## src/rtl/cache_pkg.sv

```systemverilog
// Shared sizing, address-slice and state definitions for the line-refill engine.
package cache_pkg;
  localparam int WORDS   = 8;
  localparam int IDX_W   = 5;
  localparam int TAG_W   = 22;
  localparam int LINE_W  = WORDS * 32;
  localparam int BEAT_W  = $clog2(WORDS);

  localparam int TAG_LSB = 10;
  localparam int IDX_LSB = 5;
  localparam int OFF_LSB = 2;

  localparam logic [1:0] ST_IDLE  = 2'd0;
  localparam logic [1:0] ST_FETCH = 2'd1;
  localparam logic [1:0] ST_FILL  = 2'd2;

  typedef enum logic [1:0] {
    IDLE  = ST_IDLE,
    FETCH = ST_FETCH,
    FILL  = ST_FILL
  } state_t;
endpackage

```

## src/rtl/line_assembler.sv

```systemverilog
// Beat counter plus per-word slot registers that build up one cache line.
module line_assembler
  import cache_pkg::*;
(
  input  logic              clk,
  input  logic              rst,
  input  logic              load,
  input  logic              capture,
  input  logic [31:0]       rdata,
  output logic [BEAT_W-1:0] beat,
  output logic              last,
  output logic [LINE_W-1:0] line
);
  logic [BEAT_W-1:0]        beat_q;
  logic [WORDS-1:0][31:0]   slot_q;

  assign beat = beat_q;
  assign last = (beat_q == BEAT_W'(WORDS - 1));
  assign line = slot_q;

  // Counter parks on the last beat; only load moves it back to zero.
  always_ff @(posedge clk or posedge rst) begin
    if (rst)                   beat_q <= '0;
    else if (load)             beat_q <= '0;
    else if (capture && !last) beat_q <= beat_q + 1'b1;
  end

  for (genvar k = 0; k < WORDS; k++) begin : g_slot
    always_ff @(posedge clk or posedge rst) begin
      if (rst)                                     slot_q[k] <= '0;
      else if (capture && beat_q == BEAT_W'(k))    slot_q[k] <= rdata;
    end
  end
endmodule

```

## src/rtl/cache_refill.sv

```systemverilog
// Refill engine: fetches eight sequential words for a missed line, then fires one fill/tag write.
module cache_refill
  import cache_pkg::*;
(
  input  logic              clk,
  input  logic              rst,
  input  logic              miss_req,
  input  logic [31:0]       miss_addr,
  output logic              busy,
  output logic              mem_req,
  output logic [31:0]       mem_addr,
  input  logic              mem_ack,
  input  logic [31:0]       mem_rdata,
  output logic              fill,
  output logic [IDX_W-1:0]  idx_mem,
  output logic [LINE_W-1:0] data_mem,
  output logic              tag_we,
  output logic [TAG_W-1:0]  tag_out
);
  state_t                  state_q, state_d;
  logic                    load, capture, last;
  logic [BEAT_W-1:0]       beat;
  logic [31-IDX_LSB:0]     base_q;
  logic [IDX_W-1:0]        idx_q;
  logic [TAG_W-1:0]        tag_q;
  logic                    unused_off;

  // Byte offset within the line never affects which line is fetched.
  assign unused_off = ^miss_addr[IDX_LSB-1:0];

  assign capture = (state_q == FETCH) && mem_ack;

  always_comb begin
    state_d = state_q;
    load    = 1'b0;
    case (state_q)
      IDLE:    if (miss_req) begin load = 1'b1; state_d = FETCH; end
      FETCH:   if (mem_ack && last) state_d = FILL;
      FILL:    state_d = IDLE;
      default: state_d = IDLE;
    endcase
  end

  always_ff @(posedge clk or posedge rst) begin
    if (rst) begin
      state_q <= IDLE;
      base_q  <= '0;
      idx_q   <= '0;
      tag_q   <= '0;
    end else begin
      state_q <= state_d;
      if (load) begin
        base_q <= miss_addr[31:IDX_LSB];
        idx_q  <= miss_addr[TAG_LSB-1:IDX_LSB];
        tag_q  <= miss_addr[31:TAG_LSB];
      end
    end
  end

  line_assembler u_asm (
    .clk     (clk),
    .rst     (rst),
    .load    (load),
    .capture (capture),
    .rdata   (mem_rdata),
    .beat    (beat),
    .last    (last),
    .line    (data_mem)
  );

  assign busy     = (state_q != IDLE);
  assign mem_req  = (state_q == FETCH);
  assign mem_addr = mem_req ? {base_q, beat, {OFF_LSB{1'b0}}} : 32'h0;
  assign fill     = (state_q == FILL);
  assign tag_we   = (state_q == FILL);
  assign idx_mem  = idx_q;
  assign tag_out  = tag_q;
endmodule

```

## config.mk

```make
export PLATFORM = sky130hd
export DESIGN_NAME = cache_refill
export DESIGN_NICKNAME = d
export VERILOG_FILES = /design/src/rtl/cache_pkg.sv /design/src/rtl/line_assembler.sv /design/src/rtl/cache_refill.sv
export SDC_FILE = /design/constraint.sdc
export NUM_CORES = 1
export LEC_CHECK = 0
export BUFFER_PORTS_ARGS = -buffer_cell sky130_fd_sc_hd__clkbuf_2
export CAP_MARGIN = 0
export CORE_MARGIN = 2
export CORE_UTILIZATION = 47
export CTS_BUF_LIST = sky130_fd_sc_hd__clkbuf_8
export CTS_CLUSTER_DIAMETER = 150
export DETAILED_ROUTE_END_ITERATION = 7
export GPL_ROUTABILITY_DRIVEN = 0
export PLACE_DENSITY = 0.91
export REMOVE_ABC_BUFFERS = 1
export SLEW_MARGIN = 5
export SYNTH_ARGS = -nofsm -noshare
export SYNTH_HDL_FRONTEND = slang
export SYNTH_HIERARCHICAL = 1
export SYNTH_SLANG_ARGS = --single-unit
```

## constraint.sdc

```tcl
create_clock -name clk -period 7.4 [get_ports clk]
set_input_delay 0 -clock clk [delete_from_list [all_inputs] [get_ports clk]]
set_output_delay 0 -clock clk [all_outputs]
set_load 0.02 [all_outputs]
```

Word-level counts from Yosys, hierarchy flattened
Index checks and enable logic that the tools add are counted.
{"block": "word_totals", "regBits": 315, "latch_bits": 0, "ram_bits": 0, "romBits": 0, "inputBits": 68, "out_inout_bits": 319, "word_cells": 50, "memories": 0}
{"block": "classes", "addsub": 1, "multipliers": 0, "div": 0, "order_cmp": 0, "eq_ne": 11, "shift": 0, "muxes": 8, "bitwise": 0, "n_reduce_logical": 17}
{"operator": "two-way mux 32 bit", "n": 1}
{"operator": "equality test 3 bit (second input constant)", "n": 4}
{"operator": "logical AND 1 bit", "n": 11}
{"operator": "equality test 3 x 2 -> 1 bit (second input constant)", "n": 2}
{"operator": "two-way mux 3 bit", "n": 2}
{"operator": "two-way mux 2 bit", "n": 2}
{"operator": "one-hot mux 2 bit (2 select lines)", "n": 1}
{"operator": "nonzero test 2 bit", "n": 2}
{"operator": "adder 3 x 1 -> 3 bit (second input constant)", "n": 1}
{"operator": "equality test 3 x 1 -> 1 bit (second input constant)", "n": 1}
{"operator": "zero test 3 bit", "n": 1}
{"operator": "equality test 2 x 1 -> 1 bit (second input constant)", "n": 1}
{"operator": "equality test 2 bit (second input constant)", "n": 1}
{"operator": "zero test 2 bit", "n": 1}
{"operator": "two-way mux 1 bit", "n": 2}
{"operator": "!= test 2 x 1 -> 1 bit (second input constant)", "n": 1}
{"operator": "!= test 2 bit (second input constant)", "n": 1}
{"operator": "AND reduction 2 bit", "n": 1}
{"operator": "zero test 1 bit", "n": 1}

Longest topological paths before layout
Gate-level depths: netlist of run 1.
{"block": "logic_depth", "word_depth": 5, "mapped_depth": 7}

Modules after synthesis
The synthesis of run 1 kept the hierarchy.
{"module": "line_assembler", "n_inst": 1, "cells_per_inst": 565, "area_each_um2": 9681.8, "seq_area_each_um2": 6481.2}
{"module": "cache_refill", "n_inst": 1, "cells_per_inst": 105, "area_each_um2": 1443.9, "seq_area_each_um2": 725.7}

Worst setup path after synthesis of run 1
No wires, ideal clock.
{"block": "synth_path", "path_kind": "reg-to-reg", "start": "register state_q[0]", "end": "register u_asm.slot_q (netlist bit u_asm/line[0])", "setup_time_ps": 125, "arrival_ps": 1820, "required_time_ps": 7275, "setup_slack_ps": 5455, "path_stages_with_launch": 8, "n_path_buf": 2, "period_less_slack_ps": 1945, "path_cell_list": "dfrtp_1 and2b_2 clkbuf_1 and2_1 and2b_1 nand2_1 buf_4 mux2_2"}
{"block": "synth_between", "elab_chain_len": 3}
{"item": "from (decl)", "line_no": "cache_refill.sv:20", "rtl": "state_t state_q, state_d;"}
{"item": "from (signal assigned)", "line_no": "cache_refill.sv:51", "rtl": "state_q <= state_d;"}
{"item": "equality test 2 x 1 -> 1 bit", "line_no": "cache_refill.sv:31", "rtl": "assign capture = (state_q == FETCH) && mem_ack;"}
{"item": "logical AND 1 bit", "line_no": "cache_refill.sv:31"}
{"item": "via capture", "line_no": "cache_refill.sv:21", "rtl": "logic load, capture, last;"}
{"item": "logical AND 1 bit", "line_no": "line_assembler.sv:31", "rtl": "else if (capture && beat_q == BEAT_W'(k)) slot_q[k] <= rdata;"}
{"item": "to (signal, indexed assignment)", "line_no": "line_assembler.sv:31"}
{"item": "to (decl)", "line_no": "line_assembler.sv:15", "rtl": "logic [WORDS-1:0][31:0] slot_q;"}
The timed path passes the listed nets, and every way through them passes these cells.
A chain may end at the register's enable or synchronous reset.

Final worst setup path of run 1
{"block": "layout_path", "start": "register state_q[1]", "end": "register u_asm.slot_q (netlist bit u_asm/line[48])"}
The elaborated chain is that of the path after synthesis.

==> flow_summary.toml, run 1 <==
[global_route]
overflow = 0
gr-usage-all-layers = 0.253
grt_pass1_vias = 8381
antenna_found_initial = 0
grt_start_max_net_pins = 91
grt_pass1_wl_mm = 48.0

[floorplanning]
num_rows = 56
die_w_um = 158
initial_core_util = 0.477
die_y_um = 158
core_area_sq_um = 23300
die_area_sq_um = 24900
ios = 387

[hold_path]
hold_path.class = "in -> async"

[synth]
async_reset_ff_frac = 1.00
netlist_area_sq_um = 11100
ys_ff_latch = 288
yosysUniqueCellTypes = 25
synth-edff-count = 0
synth_area_leaders = "dfrtp_1 65%, mux2_2 27%, mux2_4 2.6%"
postSynthCellCount = 670
ys_warn_count = 6
synth_top_area_share = 0.648
synth_seq_area_share = 0.648
syn_avg_cell_area_sq_um = 16.6
synth_largest_area_cell = "dfrtp_1"
ys.flop_type = "dfrtp_1"

[critical_path]
crit_path_start_kind = "register"
cp_slowest_cell = "nand2_2"
path_max_fanout = 33
crit_family = "simple AND/OR/NAND/NOR gates"
arrival_ns = 3.48
end_kind = "register"
cpPeakStageDelay_ns = 0.68
rrSetupSlack_ns = 4.35
crit_type = "reg -> reg"
cp.required_ns = 7.82
crit_chain = "and2b_2 > and2_1 > and2b_1 > nand2_2 > mux2_2"
cp_num_buf_inv = 0

[pwr]
p_leak_uw = 0.00746
p_per_area_nw_per_um2 = 531
max-vdd-ir-drop_mv = 0.349

[sta]
rsz0062_at_grt = "no"
fin_crit_ns = 3.05
max_freq_mhz = 328
fin_setup_tns_ns = 0
setup_viol = 0
maxSlewViolCount = 0
timing.final.crit_share = 0.413
hold_viol_final = 0
tightest_slew_ns = 1.16
slew-limit-headroom = 0.221
clock_skew_ns = 0.0162

[clock_network]
post_cts_buffers = 0
tritoncts = "built"
cts-buffers-inserted = 47
h-tree-depth = 2
holdBufCountCts = 62
ctsResizeCount = 0
path_clk_slew_ns = 0.06
clk_latency_ns = 0.54
clk_path_buf_depth = 3
root_buffer = "clkbuf_8"
cts_sinks = 288

[place]
numPortBuffers = 379
post-dp-hpwl_mm = 19.5

[routing]
drt-total-wl_mm = 32.4
via_per_inst = 5.15
vias = 7658
drc = 0
routedWlPerCell_um = 21.8
antenna_left = 0
drt-pass1-iter-count = 4
drtIter0Drc = 321

[finish]
drive_gt1_frac = 0.640
antennaDiodeCount = 0
nets = 1208
fin_util = 0.637
syn_to_final_growth_pct = 33.6

[job]
drv_cap = 0

[run_status]
outcome = "complete, no violations"
-- path summary, 6_finish.rpt --
check	cells past startpoint	to	from
setup / recovery	5	u_asm/line[48]$_DFFE_PP0P_	state_q[1]$_DFFE_PP0P_
hold / removal	3	u_asm/line[155]$_DFFE_PP0P_	rst
setup reg to reg	5	u_asm/line[48]$_DFFE_PP0P_	state_q[1]$_DFFE_PP0P_
hold reg to reg	1	u_asm/line[220]$_DFFE_PP0P_	u_asm/line[220]$_DFFE_PP0P_
max in group asynchronous	4	u_asm/line[178]$_DFFE_PP0P_	rst
min in group clk	4	u_asm/beat[0]$_DFFE_PP0P_	miss_req
-- power by group --
group / switching, uW / internal, uW / leakage (uW) / total [uW]
Combinational: 2190 / 1450 / 0.00343 / 3640
Sequential: 486 / 2370 / 0.00347 / 2860
Clock: 614 / 776 / 0.000552 / 1390
Total: 3290 / 4600 / 0.00746 / 7880
-- cell type report --
class / instances / area (sq um)
Multi-Input combinational cell: 345 / 3710
Clock buffer: 58 / 798
Tap cell: 319 / 399
Timing Repair Buffer: 447 / 2560
Clock inverter: 24 / 159
Fill cell: 1611 / 8470
Sequential cell: 288 / 7210
Inverter: 5 / 26.3
-- per-layer routing --
metal / wire [um] / share of wire / up-vias / global-route usage
met3: 2550 / 0.079 / 98 / 0.0862
met4: 1450 / 0.045 / 0 / 0.124
met1: 12400 / 0.38 / 3924 / 0.289
met5: 0 / 0 / - / 0
met2: 16000 / 0.49 / 357 / 0.424
li1: - / - / 3279 / -
-- placed cells by master (no fill, tap or decap), types with 2 or more instances in the layout --
master,instances
clkbuf_2,379
dfrtp_1,288
mux2_2,264
dlygate4sd3_1,62
clkbuf_8,58
and2_1,31
inv_1,20
mux2_4,19
buf_4,6
ha_1,6
nand2_2,5
nor2_1,4
clkinv_2,4
nand3_2,3
and2b_2,2
conb_1,2
inv_8,2
bufinv_16,2
-- logic make-up (layout without fill, tap and decap cells) --
| family | count (synthesis) | count (layout) | share of synthesized area |
|---|---|---|---|
| muxes | 284 | 284 | 0.294 |
| and+or+nand+nor | 50 | 50 | 0.0269 |
| DFF | 288 | 288 | 0.648 |
| adders and majority gates | 6 | 6 | 0.00675 |
| AOI/OAI and AO/OA | 2 | 2 | 0.00146 |
| buffers and inverters | 38 | 534 | 0.0223 |
| other | 1 | 2 | 0.000337 |
| xor gates and xnor gates | 1 | 1 | 0.000787 |
-- through the flow --
stage / worst slack, ns / cell area (sq um) / hold slack [ns] / power, uW / instances
after floorplan: 0.273 / 10900 / 0.0781 / 5020 / 638
after global placement: 4.53 / 13300 / 0.159 / 6240 / 1342
after detailed placement: 4.37 / 13300 / 0.173 / 6400 / 1342
after CTS: 4.36 / 14900 / 0.134 / 7850 / 1486
after global routing: 4.25 / 14900 / 0.180 / 8260 / 1486
final: 4.35 / 14900 / 0.172 / 7880 / 1486
-- synth_stat cells, types with 3 or more instances --
cell type	count
nor2_1	4
buf_2	16
and2_1	31
mux2_4	19
ha_1	6
buf_4	12
mux2_2	264
nand2_1	5
inv_1	5
nand3_1	3
dfrtp_1	288
-- worst reg2reg max path: cells and delay by family (launching register included) --
kind,cells,cell delay (ns)
multiplexers,1,0.60
AND/OR/NAND/NOR,4,1.91
flip-flops,1,0.43
-- registers in the layout, summed over array words and instances, names as in the netlist --
name and cells:
state_q 2, base_q 27, u_asm/line 256, u_asm/beat 3
Note: power is estimated with default switching activity, not from simulation.
==> run 2, diff against run 1 <==
--- a/config.mk
+++ b/config.mk
@@ -5,6 +5,7 @@
 export SDC_FILE = /design/constraint.sdc
 export NUM_CORES = 1
 export LEC_CHECK = 0
+export ABC_AREA = 1
 export BUFFER_PORTS_ARGS = -buffer_cell sky130_fd_sc_hd__clkbuf_2
 export CAP_MARGIN = 0
 export CORE_MARGIN = 2
@@ -13,7 +14,7 @@
 export CTS_CLUSTER_DIAMETER = 150
 export DETAILED_ROUTE_END_ITERATION = 7
 export GPL_ROUTABILITY_DRIVEN = 0
-export PLACE_DENSITY = 0.91
+export PLACE_DENSITY = 0.9
 export REMOVE_ABC_BUFFERS = 1
 export SLEW_MARGIN = 5
 export SYNTH_ARGS = -nofsm -noshare
==> constraint.sdc (replaced) <==
create_clock -name clk -period 2.5 [get_ports clk]
set_input_delay 0 -clock clk [delete_from_list [all_inputs] [get_ports clk]]
set_output_delay 0 -clock clk [all_outputs]
set_load 0.02 [all_outputs]
==> flow_summary.toml, run 2 <==
[routing]
routedWlPerCell_um = 20.1
drt-pass1-iter-count = 6
drt-total-wl_mm = 42.2
antenna_left = 0
vias = 11961
via_per_inst = 5.70
drc = 0
drtIter0Drc = 1507

[synth]
yosysUniqueCellTypes = 18
synth_seq_area_share = 0.607
synth.cells.most_frequent = "504 x nand2_1, 288 x dfrtp_1, 192 x nand4_1"
ys_ff_latch = 288
ys.flop_type = "dfrtp_1"
ys_warn_count = 6
syn_avg_cell_area_sq_um = 8.98
synth-edff-count = 0
synth_top_area_share = 0.607
postSynthCellCount = 1323
async_reset_ff_frac = 1.00
synth_area_leaders = "dfrtp_1 61%, nand2_1 16%, nand4_1 10%"
synth_largest_area_cell = "dfrtp_1"
synth.most_common_cell = "nand2_1"
netlist_area_sq_um = 11900

[global_route]
gr-usage-all-layers = 0.310
overflow = 0
grt_pass1_vias = 11786
grt_start_max_net_pins = 106
antenna_found_initial = 0
grt_pass1_wl_mm = 64.3

[job]
drv_cap = 0

[floorplanning]
num_rows = 58
ios = 387
die_w_um = 163
die_y_um = 163
initial_core_util = 0.476
die_area_sq_um = 26600
core_area_sq_um = 25000

[finish]
final_cells = 2098
antennaDiodeCount = 0
nets = 1809
syn_to_final_growth_pct = 32.3
drive_gt1_frac = 0.285
largest_reg_flops = 256
final_cell_mix = "502 x nand2_1, 379 x clkbuf_2, 287 x dfrtp_1, 192 x nand4_1, 87 x inv_1"
layout_commonest_cell = "nand2_1"
fill_cells = 1866

[clock_network]
clk_path_buf_depth = 3
cts_sinks = 288
clk_latency_ns = 0.54
post_cts_buffers = 0
path_clk_slew_ns = 0.06
ctsResizeCount = 0
h-tree-depth = 2
root_buffer = "clkbuf_8"
cts-buffers-inserted = 47
tritoncts = "built"

[pwr]
finalPower_uw = 22800
p_leak_uw = 0.00888
p_per_area_nw_per_um2 = 1450
max-vdd-ir-drop_mv = 0.875

[sta]
setup_slack_ns = 0.428
hold_viol_final = 0
setup_viol = 0
rsz0062_at_grt = "no"
whs_ns = 0.116
slew-limit-headroom = 0.482
maxSlewViolCount = 0
fin_setup_tns_ns = 0
clock_skew_ns = 0.0169
timing.final.crit_share = 0.829
tightest_slew_ns = 0.777
fin_crit_ns = 2.07
max_freq_mhz = 483

[run_status]
outcome = "complete, no violations"

[critical_path]
end_kind = "register"
crit_path_start_kind = "register"
crit_type = "reg -> reg"
cp.required_ns = 2.99
path_max_fanout = 82
arrival_ns = 2.56

[place]
post-place-ws_ns = 0.502
placedCellCount = 1955
post-dp-hpwl_mm = 24.7
numPortBuffers = 379

[hold_path]
hold_path.class = "in -> reg"
-- run 2: cell types whose count changed after synthesis, moves of 31 or more --
| cell | change |
|---|---|
| o21ai_0 | +64 |
| and2_1 | -31 |
| clkbuf_1 | +52 |
| nand2_1 | +499 |
| nand4_1 | +192 |
| mux2_2 | -264 |
| nand3_1 | +36 |
| inv_1 | +70 |
-- run 2: through the flow --
stage          utilization  instance area, sq um
2_1_floorplan            -                 11400
3_3_place_gp         0.565                 14100
3_5_place_dp         0.565                 14100
4_1_cts              0.629                 15700
5_1_grt              0.629                 15700
6_report             0.629                 15700
-- run 2: what timing repair did --
item / 4_1_cts / 5_1_grt
hold endpoints to repair: 413 / 0
setup endpoints to repair: 0 / 0
hold buffers: 61 / 0
-- run 2: worst max-delay path, stage by stage, from the launching register on --
cell	delay, ns
dfrtp_1	0.38
inv_1	0.07
nand2_1	0.10
nor2_4	0.31
buf_12	0.35
buf_4	0.41
nand4_1	0.19
nand2_1	0.12
-- run 2: area by class of cell --
type,instances,area (sq um),area share
tap,330,413,0.0263
sequential,288,7210,0.459
clock buffer,61,840,0.0534
clock inverter,21,148,0.00940
timing repair buffer,471,2880,0.183
multi-input combinational,851,3930,0.250
inverter,76,294,0.0187
-- run 2: cell families (layout without fill, tap and decap cells) --
kind of cell             Yosys count  after routing  synth area share
buffers and inverters            185            629            0.0669
flip-flops                       288            288             0.607
AND/OR/NAND/NOR                  779            779             0.293
AO/OA/AOI/OAI                     64             64            0.0270
other                              1              2          0.000316
adder cells (fa/ha/maj)            6              6           0.00632
-- run 2: routing by layer --
| metal | wire [um] | track usage | vias to the layer above | share of wire |
|---|---|---|---|---|
| met4 | 2050 | 0.168 | 0 | 0.049 |
| li1 | - | - | 5172 | - |
| met2 | 20600 | 0.521 | 1000 | 0.49 |
| met5 | 0 | 0 | - | 0 |
| met3 | 4500 | 0.0688 | 163 | 0.11 |
| met1 | 15100 | 0.371 | 5626 | 0.36 |
-- run 2: worst paths after layout --
path / startpoint / endpoint / slack, ns / cells past startpoint
worst max-delay path: state_q[1]$_DFFE_PP0P_ / u_asm/line[78]$_DFFE_PP0P_ / 0.43 / 7
worst min-delay path: miss_req / base_q[14]$_DFFE_PP0P_ / 0.12 / 3
worst max register to register: state_q[1]$_DFFE_PP0P_ / u_asm/line[78]$_DFFE_PP0P_ / 0.43 / 7
worst min register to register: u_asm/line[58]$_DFFE_PP0P_ / u_asm/line[58]$_DFFE_PP0P_ / 0.47 / 2
max in group asynchronous: rst / u_asm/line[140]$_DFFE_PP0P_ / 1.48 / 4
min in group asynchronous: rst / base_q[21]$_DFFE_PP0P_ / 0.21 / 4
-- run 2: where the power goes --
| part | switching (uW) | internal [uW] | total (uW) | leakage (uW) |
|---|---|---|---|---|
| Sequential | 1380 | 6740 | 8130 | 0.00367 |
| Clock | 1900 | 2390 | 4290 | 0.000553 |
| Combinational | 7460 | 2950 | 10400 | 0.00465 |
| Total | 10700 | 12100 | 22800 | 0.00888 |
